<file path="config.mk">
export PLATFORM = sky130hd
export DESIGN_NAME = gf_mul_serial
export DESIGN_NICKNAME = d
export VERILOG_FILES = /design/src/rtl/gf_mul_serial.sv
export SDC_FILE = /design/constraint.sdc
export NUM_CORES = 1
export LEC_CHECK = 0
export ABC_AREA = 1
export CAP_MARGIN = 25
export CORE_UTILIZATION = 40
export DETAILED_ROUTE_END_ITERATION = 8
export PLACE_DENSITY = 0.63
export SYNTH_ARGS = -nofsm -noshare
export SYNTH_HDL_FRONTEND = slang
export SYNTH_SLANG_ARGS = --single-unit
</file>
<file path="constraint.sdc">
create_clock -name clk -period 1.4 [get_ports clk]
set_clock_uncertainty 0.1 [all_clocks]
set_input_delay 0.28 -clock clk [delete_from_list [all_inputs] [get_ports clk]]
set_output_delay 0.28 -clock clk [all_outputs]
set_load 0.03 [all_outputs]
</file>
<file path="src/rtl/gf_mul_serial.sv">
// Bit-serial GF(2^M) multiplier, MSB-first shift-and-add with interleaved
// reduction. One multiplier bit is consumed per clock; a start/done
// handshake frames each M+1 cycle operation.
module gf_mul_serial #(
  parameter int             M    = 13,
  parameter logic [M-1:0]   POLY = 13'h001B
) (
  input  logic         clk,
  input  logic         rst_n,
  input  logic         start,
  input  logic [M-1:0] a,
  input  logic [M-1:0] b,
  output logic         busy,
  output logic         done,
  output logic [M-1:0] result
);

  localparam int CW = $clog2(M);
  localparam logic [CW-1:0] CNT_INIT = CW'(M - 1);

  typedef enum logic [1:0] {
    IDLE = 2'd0,
    RUN  = 2'd1,
    DONE = 2'd2
  } state_t;

  state_t         state_q, state_d;
  logic [M-1:0]   a_reg_q, a_reg_d;
  logic [M-1:0]   b_reg_q, b_reg_d;
  logic [M-1:0]   acc_q, acc_d;
  logic [M-1:0]   result_q, result_d;
  logic [CW-1:0]  cnt_q, cnt_d;
  logic [M-1:0]   shifted;
  logic [M-1:0]   step;

  // One multiply step: double the accumulator, fold x^M back via POLY, then add a if the multiplier MSB is set
  always_comb begin
    shifted = {acc_q[M-2:0], 1'b0} ^ (acc_q[M-1] ? POLY : '0);
    step    = shifted ^ (b_reg_q[M-1] ? a_reg_q : '0);
  end

  // Next-state logic for the control FSM and the datapath registers
  always_comb begin
    state_d  = state_q;
    a_reg_d  = a_reg_q;
    b_reg_d  = b_reg_q;
    acc_d    = acc_q;
    result_d = result_q;
    cnt_d    = cnt_q;
    unique case (state_q)
      IDLE: begin
        if (start) begin
          a_reg_d = a;
          b_reg_d = b;
          acc_d   = '0;
          cnt_d   = CNT_INIT;
          state_d = RUN;
        end
      end
      RUN: begin
        acc_d   = step;
        b_reg_d = {b_reg_q[M-2:0], 1'b0};
        cnt_d   = cnt_q - 1'b1;
        if (cnt_q == '0) begin
          result_d = step;
          state_d  = DONE;
        end
      end
      DONE: begin
        if (start) begin
          a_reg_d = a;
          b_reg_d = b;
          acc_d   = '0;
          cnt_d   = CNT_INIT;
          state_d = RUN;
        end else begin
          state_d = IDLE;
        end
      end
      default: begin
        state_d = IDLE;
      end
    endcase
  end

  // State and datapath registers, cleared asynchronously so a reset abandons any operation in flight
  always_ff @(posedge clk or negedge rst_n) begin
    if (!rst_n) begin
      state_q  <= IDLE;
      a_reg_q  <= '0;
      b_reg_q  <= '0;
      acc_q    <= '0;
      result_q <= '0;
      cnt_q    <= '0;
    end else begin
      state_q  <= state_d;
      a_reg_q  <= a_reg_d;
      b_reg_q  <= b_reg_d;
      acc_q    <= acc_d;
      result_q <= result_d;
      cnt_q    <= cnt_d;
    end
  end

  assign busy   = (state_q == RUN);
  assign done   = (state_q == DONE);
  assign result = result_q;

endmodule

</file>
==> results of run 1 <==
==> power by group through the flow <==
stage | sequential [mW] | combinational, mW | clock, mW
2_1_floorplan | 3.21 | 2.25 | 0
3_3_place_gp | 2.96 | 3.47 | 0
3_5_place_dp | 2.98 | 3.57 | 0
4_1_cts | 2.95 | 3.73 | 1.74
5_1_grt | 3.06 | 4.59 | 1.83
6_report | 2.96 | 4.11 | 1.71
==> how the worst max path moves through the flow <==
stage,start,to,slack [ns],cells past startpoint
2_1_floorplan,cnt_q[0]$_DFFE_PN0P_,result[0]$_DFFE_PN0P_,0.006,8
3_3_place_gp,start,b_reg_q[12]$_DFFE_PN0P_,-0.15,6
3_5_place_dp,start,acc_q[3]$_DFFE_PN0P_,-0.18,6
4_1_cts,state_q[1]$_DFFE_PN0P_,busy,-0.03,4
5_1_grt,state_q[1]$_DFFE_PN0P_,busy,-0.07,4
6_report,state_q[0]$_DFFE_PN0P_,busy,-0.02,3
==> repair_timing <==
item / 4_1_cts / 5_1_grt
setup endpoints to repair: 15 / 42
cloned: 0 / 3
hold endpoints to repair: 58 / 0
pin swaps: 3 / 11
hold buffers: 1 / 0
setup buffers: 4 / 4
resized for setup: 11 / 23
==> placed cells by master, fill, tap and decap left out, drive strengths merged <==
cell type and instances:
dlygate4sd3 1, o22ai 1, clkbuf 13, xnor2 9
ha 1, o21ai 25, clkdlybuf4s50 27, buf 36
nand2 157, dfrtp 58, clkinv 3, o211ai 1
nor2 3, bufinv 2, clkinvlp 1, nand3 28
xor2 1, inv 29
==> routing by layer <==
layer	share of wire	global-route usage	wire (um)
met5	0	0	0
met3	0.048	0.0415	280
met2	0.44	0.256	2520
met4	0.012	0.0893	68
met1	0.50	0.251	2930
==> cells by family (layout without fill, tap and decap cells) <==
kind of cell / Yosys count / after routing / share of synthesized area
compound gates: 27 / 27 / 0.0519
simple gates: 188 / 188 / 0.288
buf+inv: 43 / 112 / 0.0808
fa+ha+maj: 1 / 1 / 0.00467
flops: 58 / 58 / 0.542
xor+xnor: 10 / 10 / 0.0327
==> registers in the layout, indices dropped and copies added (netlist names) <==
signal and count:
b_reg_q 13, state_q 2, result 13, a_reg_q 13, acc_q 13, cnt_q 4
==> layout make-up <==
type                       instances  area (um^2)  share of cell area
clock buffer                      11          141              0.0387
clock inverter                     5         77.6              0.0212
inverter                          29          121              0.0332
multi-input combinational        226         1090               0.298
sequential                        58         1450               0.398
tap                               77         96.3              0.0264
timing repair buffer              66          671               0.183
timing repair inverter             1         6.26             0.00171
==> per-stage QoR <==
stage	power (mW)	setup slack (ns)
finish	8.78	-0.0154
global route	9.48	-0.0654
CTS	8.42	-0.0309
detailed placement	6.55	-0.180
global placement	6.43	-0.149
floorplan	5.47	0.00611
==> worst min-delay path: stages <==
cell	delay (ns)
dlygate4sd3_1	0.52
buf_2	0.12
buf_12	0.26
==> impl_results.md, run 1 <==
* Status: finished, violations left
* Failing checks: DRC, setup timing
* Port Buffers at 43
* Grt ovf at 0
* # nets final at approximately 420
* First-pass GRT wire length at ~10000 um
* Worst skew pair latency at around 0.34 ns
* P_int at ~5.2 mW
* Syn_nets at about 360
* Core area at 6420 um^2
* Delay-heaviest family, CP: flip-flops
* Hold Path Class: in2async
* H-tree levels at 3
* Antenna cell count at 0
* Total GRT Usage at 0.178
* DRT antenna net count at 0
* Inst Count DP at 445
* Crit path DAT at approximately 1.0 ns
* Setup TNS at -0.0266 ns
* Area share of the largest cell type after synthesis at 0.542
* Final Wtd Congestion at roughly 0.76
* Initial Util at 0.417
* Cells after synthesis at about 330
* Mean Syn Cell Area at around 8.2 um^2
* VDD IR-drop max at 878 uV
* TritonCTS Sinks at 58
* Sequential element share of the synthesized area at 0.542
* Vias in the first global route at 2,116
* Leading post-synthesis cells by cell area: dfrtp_1, nand2_1, nand3_1
* Clk root buf: clkbuf_8
* Worst R2R End: result[6]$_DFFE_PN0P_
* Reg-to-reg startpoint: cnt_q[1]$_DFFE_PN0P_
* Drt pass-1 iters at 8
* Worst EP required at approximately 1 ns
* Total Die Area at between 7000 and 8000 um^2
* Part of the power in registers at 0.337
* Chip width at around 84 um
* WP buf/inv at 2
* Initial antenna violation count at 0
* CP endpoint kind: primary output
* Number of synthesized flops with an enable pin at 0
* Finished Core Util at 0.569
* Seq cells post-synth at 58
* Final instance area at roughly 3700 um^2
* Filler instances at about 600
* Dominant cell type by area after synthesis: dfrtp_1
* Final hold vios at 0
* CP max stage delay at roughly 0.44 ns
* R2R cell count at 8
* Yosys cell types at 22
* Final Non-Filler Cells at 473
* Hold_ws at 0.346 ns
* Net Sw Frac at 0.404
* Chip height at roughly 84 um
* Top-count cell post-synth: nand2_1
* Top post-synthesis cells by count: nand2_1, dfrtp_1, nand3_1, inv_1, o21ai_1
* Site row count at 29
* Share of layout cells above drive strength 1 at 0.199
* Ports at 44
* CP startpoint kind: flop
* Routed via count at 2,222
* Crit path kind: reg2out
* Largest net degree at the start of global routing at 59
* Top_reg_cell synth: dfrtp_1
* Drt drc at 6
* Placed cell areas at about 3200 um^2
* Drt total wl at slightly below 6000 um
* Final min period at between 1 and 1.5 ns
* CTS tree: yes
* Pwr dens at 2400 nW/um^2
* Hpwl dp at between 3000 and 4000 um
* Worst R2R Setup Slack at 0.02 ns
* Synth warnings at 0
* Worst rel slew slack at 0.755
* Crit path cell chain: nand2_4 > inv_4 > buf_6
* Pleak at approximately 1.9 nW
* Worst-margin pin slew at around 0.37 ns
* Largest fanout on the critical path at 3
* MaxCap Viol Count at 0
* Post-Synthesis Cell Area at between 2000 and 3000 um^2
* Vias/cell at around 4.7
* Sw Pwr at ~3.5 mW
* CTS clock-pin slew for the worst setup and hold paths at 0.06 ns
* Area Overhead vs Synth at 36.5%
* Setup WS post-layout at -0.0154 ns
* Tcrit/Tclk final at 1.01
* CTS Buffer Depth at 2
* Asr flop ratio synth at 1.00
* Clock share of power at 0.195
* Iter 0 DRT Violations at 144
* Final setup violation count at 2
* Critical-path top delay cell: dfrtp_2
* Unrepaired setup endpoints after global routing: true
* TritonCTS buffer count at 9
* Peak Freq at about 710 MHz
* Slew Limit Fails at 0
* Combinational power share at 0.468
* WL per Instance at 12.3 um
(Power assumes the default switching activity.)
==> run 2, diff against run 1 <==
--- a/config.mk
+++ b/config.mk
@@ -8,7 +8,9 @@
 export ABC_AREA = 1
 export CAP_MARGIN = 25
 export CORE_UTILIZATION = 40
+export CTS_BUF_LIST = sky130_fd_sc_hd__clkbuf_4 sky130_fd_sc_hd__clkbuf_8
 export DETAILED_ROUTE_END_ITERATION = 8
+export HOLD_SLACK_MARGIN = 0.15
 export PLACE_DENSITY = 0.63
 export SYNTH_ARGS = -nofsm -noshare
 export SYNTH_HDL_FRONTEND = slang
==> run 2 against run 1 <==
The flow still finishes with violations (DRC, setup timing); hold slack improved by 0.0086 ns; sequential cell count did not move; die area did not move; via count rose by 1.1%; fmax fell by 0.22%; highest routed layer unchanged.
==> impl_results.md, run 2 (synthesized netlist as in run 1, its figures left out) <==
* Status: finished, violations left
* Failing checks: DRC, setup timing
* Final setup violation count at 2
* Final instance area at around 3700 um^2
* Sw Pwr at 3.54 mW
* Pwr dens at between 2000 and 2500 nW/um^2
* Critical-path top delay cell: dfrtp_2
* Hpwl dp at a little under 4000 um
* Initial Util at 0.417
* R2R cell count at 8
* WL per Instance at ~12 um
* Largest net degree at the start of global routing at 59
* Clock share of power at 0.196
* Drt pass-1 iters at 6
* Clk root buf: clkbuf_8
* Total GRT Usage at 0.178
* Net Sw Frac at 0.403
* Final min period at 1.42 ns
* VDD IR-drop max at ~900 uV
* MaxCap Viol Count at 0
* Placed cell areas at 3190 um^2
* TritonCTS buffer count at 9
* Crit path DAT at between 1 and 1.5 ns
* Delay-heaviest family, CP: flip-flops
* Worst skew pair latency at about 0.34 ns
* Iter 0 DRT Violations at 141
* Total Die Area at 7020 um^2
* CP startpoint kind: flop
* # nets final at 421
* Ports at 44
* Worst R2R End: result[6]$_DFFE_PN0P_
* Worst rel slew slack at 0.748
* Antenna cell count at 0
* Site row count at 29
* TritonCTS Sinks at 58
* Area Overhead vs Synth at 36.7%
* CP endpoint kind: primary output
* Worst-margin pin slew at between 0.3 and 0.4 ns
* H-tree levels at 3
* Routed via count at about 2,200
* Chip height at around 84 um
* Commonest cells after routing, fill and taps aside: nand2_1, dfrtp_1, clkdlybuf4s50_1
* Part of the power in registers at 0.337
* Most common cell after layout, fill and taps aside: nand2_1
* CP max stage delay at around 0.44 ns
* Crit path kind: reg2out
* Core area at between 6000 and 7000 um^2
* Worst EP required at between 1 and 1.5 ns
* CTS tree: yes
* Final hold vios at 0
* Vias in the first global route at 2,108
* Share of layout cells above drive strength 1 at 0.202
* First-pass GRT wire length at ~9700 um
* Finished Core Util at 0.570
* Vias/cell at roughly 4.8
* Tcrit/Tclk final at 1.01
* Peak Freq at approximately 700 MHz
* P_int at approximately 5.3 mW
* Setup WS post-layout at -0.0185 ns
* Grt ovf at 0
* Unrepaired setup endpoints after global routing: true
* WP buf/inv at 2
* DRT antenna net count at 0
* Worst R2R Setup Slack at 0.02 ns
* Slew Limit Fails at 0
* Reg-to-reg startpoint: cnt_q[1]$_DFFE_PN0P_
* Filler instances at 600
* Chip width at between 80 and 90 um
* Setup TNS at -0.0330 ns
* Drt total wl at around 5800 um
* CTS clock-pin slew for the worst setup and hold paths at about 0.06 ns
* Pleak at approximately 1.9 nW
* Drt drc at 8
* Combinational power share at 0.467
* Port Buffers at 43
* Initial antenna violation count at 0
* CTS Buffer Depth at 2
* Final Wtd Congestion at ~0.76
* Hold Path Class: in2async
* Crit path cell chain: nand2_4 > inv_4 > buf_6
* Largest fanout on the critical path at 3
==> run 2: worst max-delay path by stage <==
stage	from	to	slack [ns]	depth (start not counted)
CTS	state_q[1]$_DFFE_PN0P_	busy	-0.03	4
finish	state_q[0]$_DFFE_PN0P_	busy	-0.02	3
floorplan	cnt_q[0]$_DFFE_PN0P_	result[0]$_DFFE_PN0P_	0.006	8
global placement	start	b_reg_q[12]$_DFFE_PN0P_	-0.15	6
detailed placement	start	acc_q[3]$_DFFE_PN0P_	-0.18	6
global route	state_q[1]$_DFFE_PN0P_	busy	-0.07	4
==> run 2: per-stage QoR <==
stage	instances	power, mW	setup slack [ns]	hold WS [ns]
2_1_floorplan	327	5.47	0.00611	-0.116
3_3_place_gp	445	6.43	-0.149	0.206
3_5_place_dp	445	6.55	-0.180	0.205
4_1_cts	466	8.44	-0.0309	0.369
5_1_grt	473	9.49	-0.0654	0.382
6_report	473	8.79	-0.0185	0.355
==> run 2: power by group through the flow <==
stage	combinational [mW]	sequential, mW	clock (mW)
5_1_grt	4.59	3.06	1.85
3_3_place_gp	3.47	2.96	0
3_5_place_dp	3.57	2.98	0
2_1_floorplan	2.25	3.21	0
4_1_cts	3.73	2.95	1.76
6_report	4.11	2.96	1.72
==> run 2: repair_timing <==
action | 4_1_cts | 5_1_grt
cloned | 0 | 3
endpoints found under the hold margin | 58 | 0
pin swaps | 3 | 11
endpoints found under the setup margin | 15 | 42
setup buffers | 4 | 4
hold buffers | 1 | 0
gates resized for setup | 11 | 23
==> run 2: cell type report <==
| class | count | area [um^2] | area share |
|---|---|---|---|
| clock inverters | 5 | 77.6 | 0.0212 |
| clock buffers | 11 | 145 | 0.0397 |
| repair inverters | 1 | 6.26 | 0.00171 |
| inverters | 29 | 121 | 0.0332 |
| multi-input cells | 226 | 1090 | 0.297 |
| well taps | 77 | 96.3 | 0.0263 |
| flip-flops and latches | 58 | 1450 | 0.397 |
| repair buffers | 66 | 671 | 0.183 |
==> run 2: per-layer routing <==
layer	GRT usage	wire, um
met1	0.251	2850
met2	0.255	2580
met5	0	0
met4	0.0893	80
met3	0.0415	287
==> run 2: worst register-to-register path, delay by kind of cell, from the launching register on <==
kind,cells,cell delay (ns)
flops,1,0.37
fa+ha+maj,1,0.16
simple gates,4,0.31
buf+inv,3,0.41
==> run 3, diff against run 2 <==
--- a/config.mk
+++ b/config.mk
@@ -12,6 +12,7 @@
 export DETAILED_ROUTE_END_ITERATION = 8
 export HOLD_SLACK_MARGIN = 0.15
 export PLACE_DENSITY = 0.63
+export SLEW_MARGIN = 10
 export SYNTH_ARGS = -nofsm -noshare
 export SYNTH_HDL_FRONTEND = slang
 export SYNTH_SLANG_ARGS = --single-unit
==> results of run 3 <==
Final layout, timing and power as in run 2 (identical DEF).
